[src/rtl/alu_arbiter.sv]
// Two-requester round-robin arbiter sharing one ALU controller.
// One operation at a time: IDLE -> START (strobe) -> WAIT (finish or timeout) -> DONE (ack).
module alu_arbiter #(
  parameter int TMO_CYCLES = 16
) (
  input  logic       clk,
  input  logic       reset,
  input  logic       req0,
  input  logic [3:0] opCode0,
  input  logic       req1,
  input  logic [3:0] opCode1,
  input  logic       IF,
  output logic       ALUstr,
  output logic [3:0] opCode,
  output logic       gnt0,
  output logic       gnt1,
  output logic       ack0,
  output logic       ack1,
  output logic       err,
  output logic       busy
);

  typedef enum logic [1:0] {IDLE, START, WAIT, DONE} state_t;

  localparam logic [4:0] TMO_LAST = 5'(TMO_CYCLES - 1);

  state_t     state, state_n;
  logic       owner;
  logic       ptr;
  logic       err_q;
  logic [4:0] cnt;
  logic       any_req;
  logic       sel;
  logic       timeout;

  assign any_req = req0 | req1;
  // Lone requester wins outright; under contention the pointer decides.
  assign sel     = req1 & (~req0 | ptr);
  assign timeout = (cnt == TMO_LAST);

  always_comb begin
    state_n = state;
    case (state)
      IDLE:    if (any_req) state_n = START;
      START:   state_n = WAIT;
      WAIT:    if (IF || timeout) state_n = DONE;
      DONE:    state_n = IDLE;
      default: state_n = IDLE;
    endcase
  end

  always_ff @(posedge clk or negedge reset) begin
    if (!reset) begin
      state  <= IDLE;
      owner  <= 1'b0;
      ptr    <= 1'b0;
      err_q  <= 1'b0;
      cnt    <= 5'd0;
      opCode <= 4'b0000;
    end else begin
      state <= state_n;
      case (state)
        IDLE: begin
          if (any_req) begin
            owner  <= sel;
            opCode <= sel ? opCode1 : opCode0;
          end
        end
        START: cnt <= 5'd0;
        WAIT: begin
          cnt   <= cnt + 5'd1;
          // A finish in the timeout cycle still counts as success.
          err_q <= ~IF & timeout;
        end
        DONE:    ptr <= ~owner;
        default: ;
      endcase
    end
  end

  assign busy   = (state != IDLE);
  assign ALUstr = (state == START);
  assign gnt0   = busy & ~owner;
  assign gnt1   = busy & owner;
  assign ack0   = (state == DONE) & ~owner;
  assign ack1   = (state == DONE) & owner;
  assign err    = (state == DONE) & err_q;

endmodule

[config.mk]
export PLATFORM = sky130hd
export DESIGN_NAME = alu_arbiter
export DESIGN_NICKNAME = d
export VERILOG_FILES = /design/src/rtl/alu_arbiter.sv
export SDC_FILE = /design/constraint.sdc
export NUM_CORES = 1
export LEC_CHECK = 0
export BUFFER_PORTS_ARGS = -buffer_cell sky130_fd_sc_hd__buf_2
export CAP_MARGIN = 5
export CELL_PAD_IN_SITES_DETAIL_PLACEMENT = 0
export CELL_PAD_IN_SITES_GLOBAL_PLACEMENT = 2
export CORE_ASPECT_RATIO = 0.8
export CORE_UTILIZATION = 28
export CTS_CLUSTER_DIAMETER = 100
export CTS_CLUSTER_SIZE = 40
export DETAILED_ROUTE_END_ITERATION = 10
export PLACE_DENSITY = 0.73
export SETUP_SLACK_MARGIN = 0.3
export SYNTH_ARGS = -nofsm -noshare
export SYNTH_HDL_FRONTEND = slang
export SYNTH_SLANG_ARGS = --single-unit
[constraint.sdc]
create_clock -name clk -period 1.6 [get_ports clk]
set_input_delay 0.16 -clock clk [delete_from_list [all_inputs] [get_ports clk]]
set_output_delay 0.16 -clock clk [all_outputs]
set_load 0.02 [all_outputs]
==> impl_metrics.json <==
{
  "status": "finished, final reports clean",
  "finalSetupTns_ps": 0,
  "grt_max_degree": 15,
  "dp.cells": 139,
  "worst_slack_ps": 188,
  "drive_gt1_frac": 0.470,
  "p_leak_nw": 0.521,
  "io_pins": 24,
  "synthesis.nets": 101,
  "fin_crit_ps": 1410,
  "die_x_um": 60.5,
  "grt_overflow": 0,
  "drt_iter0_drc": 24,
  "antenna_left": 0,
  "fillers": 276,
  "cts_tree": "done",
  "diodes": 0,
  "fin_crit_sh": 0.882,
  "clk_latency_ps": 280,
  "setup_viol": 0,
  "synth_warnings": 0,
  "power_density_nw_per_um2": 1760,
  "finClkSkew_ps": 2.22,
  "num_vias": 694,
  "worstPathMaxFanout": 4,
  "syn_inst": 82,
  "syn_to_final_growth_pct": 48.0,
  "htree_num_levels": 1,
  "antenna_found_initial": 0,
  "die_area_um2": 2950,
  "ys_ff_latch": 14,
  "timing.hold.ws_ps": 108,
  "grt_pass1_wl_mm": 3.02,
  "synth_top_area_share": 0.458,
  "max-vdd-ir-drop_v": 0.000717,
  "synth_area_per_cell_um2": 9.34,
  "dr.pass1.iters": 4,
  "synth.distinct_cells": 23,
  "seqCellArea_um2": 350,
  "wirelength_mm": 1.83,
  "final_cells": 153,
  "portBuffers": 23,
  "cap_violations": 0,
  "drv_slew": 0,
  "cp.arrival_ps": 1250,
  "crit_path_start_kind": "flip-flop",
  "yosysSeqAreaShare": 0.458,
  "multiInputGateArea_um2": 433,
  "gp_congestion": 0.754,
  "grt_pass1_vias": 662,
  "initial_core_util": 0.304,
  "grtUsageTotal": 0.140,
  "cts_sinks": 14,
  "place_area_um2": 935,
  "hold_viol_final": 0,
  "cts_root_buffer": "clkbuf_4",
  "cp.required_ps": 1440,
  "clockBufferDepth": 2,
  "core_um2": 2520,
  "synth_top_area_cell": "dfrtp_1",
  "final_area_um2": 1130,
  "pre_cts_ws_ps": 179,
  "hpwl_mm": 1.29,
  "syn_area_um2": 766,
  "critical_path_class": "reg2out",
  "rows": 16,
  "synth_area_leaders": "dfrtp_1 46%, ha_1 9.8%, nand3_1 5.2%",
  "drt-wirelength-per-cell_um": 11.9,
  "numCtsBuffers": 3,
  "maxSlewHeadroom": 0.754,
  "nNetsFinal": 138,
  "crit_path_end_kind": "primary output",
  "die_h_um": 48.8,
  "hp-class": "in2reg",
  "viasPerCell": 4.54,
  "max_freq_ghz": 0.708,
  "clk_pin_slew_worst_paths_ps": 80,
  "tightest_slew_ps": 369,
  "drcViolationCount": 0,
  "rsz0062_at_grt": "yes"
}
[routing by layer]
layer	global-route usage	part of all wire	vias to the layer above
met3	0.0477	0.045	2
met4	0.0227	0.0071	0
met5	0	0	-
met1	0.204	0.51	323
met2	0.203	0.44	14
li1	-	-	355
[cell usage in the layout, fill, tap and decap left out]
cell	instances
inv_1	8
o311ai_1	1
mux2i_1	2
a31oi_1	4
nor2_1	7
inv_2	2
o32ai_2	1
and3_4	1
o21ai_1	1
and2_4	2
dlygate4sd3_1	1
buf_2	17
nand2_1	4
nor2_2	2
o22a_2	1
nand3_1	8
a22o_1	1
dfrtp_1	14
buf_6	6
nand3b_1	1
nor2_4	1
clkbuf_4	3
nor2b_1	2
o22ai_1	1
ha_4	3
buf_4	11
a22oi_2	1
or2b_1	1
o21a_2	1
ha_2	3
o21ai_0	6
[cell families after synthesis]
kind of cell	Yosys count	synth area share
mux	2	0.0261
compound gates	18	0.160
buf+inv	13	0.0768
flops	14	0.458
fa+ha+maj	6	0.0980
simple gates	29	0.181
[final timing paths]
check                               from       end  slack [ps]  depth (start not counted)
min in group asynchronous          reset     owner         310                          2
max in group asynchronous          reset    cnt[4]        1050                          2
worst max-delay path            state[1]      gnt1         190                          5
worst min register to register     err_q     err_q         530                          2
worst min-delay path                  IF     err_q         110                          2
worst max register to register    cnt[1]  state[1]         240                          6
[cells in the mapped netlist (all sizes together)]
cell type,count
dfrtp,14
inv,10
nor2,10
nand3,8
o21ai,7
ha,6
a31oi,4
nand2,4
buf,3
and2,2
mux2i,2
nor2b,2
a22o,1
a22oi,1
and3,1
nand3b,1
o21a,1
o22a,1
o22ai,1
o311ai,1
o32ai,1
or2b,1
[metrics by stage]
stage          utilization  total power (W)
2_1_floorplan            -          0.00121
5_1_grt              0.449          0.00217
6_report             0.449          0.00199
3_3_place_gp         0.371          0.00145
3_5_place_dp         0.371          0.00145
4_1_cts              0.429          0.00189
[sequential cells by signal (all words and copies together) (netlist names)]
| name | flops |
|---|---|
| ptr | 1 |
| owner | 1 |
| err_q | 1 |
| state | 2 |
| cnt | 5 |
| opCode | 4 |
[report_power, final]
group | total, W | switching (W) | internal [W]
Combinational | 0.00124 | 0.000659 | 0.000577
Clock | 0.000197 | 0.000110 | 0.0000872
Sequential | 0.000560 | 0.0000830 | 0.000477
Total | 0.00199 | 0.000852 | 0.00114
[critical path, cell delays in order, from the launching register on]
cell and delay (ps):
dfrtp_1 400, inv_2 70, ha_4 170, buf_6 130, nor2_2 70, buf_4 140
[area by class of cell]
cell class	count	share of cell area
multi-input cells	55	0.382
flip-flops and latches	14	0.309
clock buffers	3	0.0199
repair buffers	35	0.216
inverters	10	0.0331
well taps	36	0.0397
[repair_timing]
action | in CTS | in global routing
hold buffers | 1 | 0
gates cloned | 0 | 0
setup endpoints to repair | 11 | 16
pin swaps | 3 | 2
resized for setup | 19 | 9
setup buffers | 8 | 2
hold endpoints to repair | 14 | 0
No activity file was read; power rests on OpenSTA's default activity.
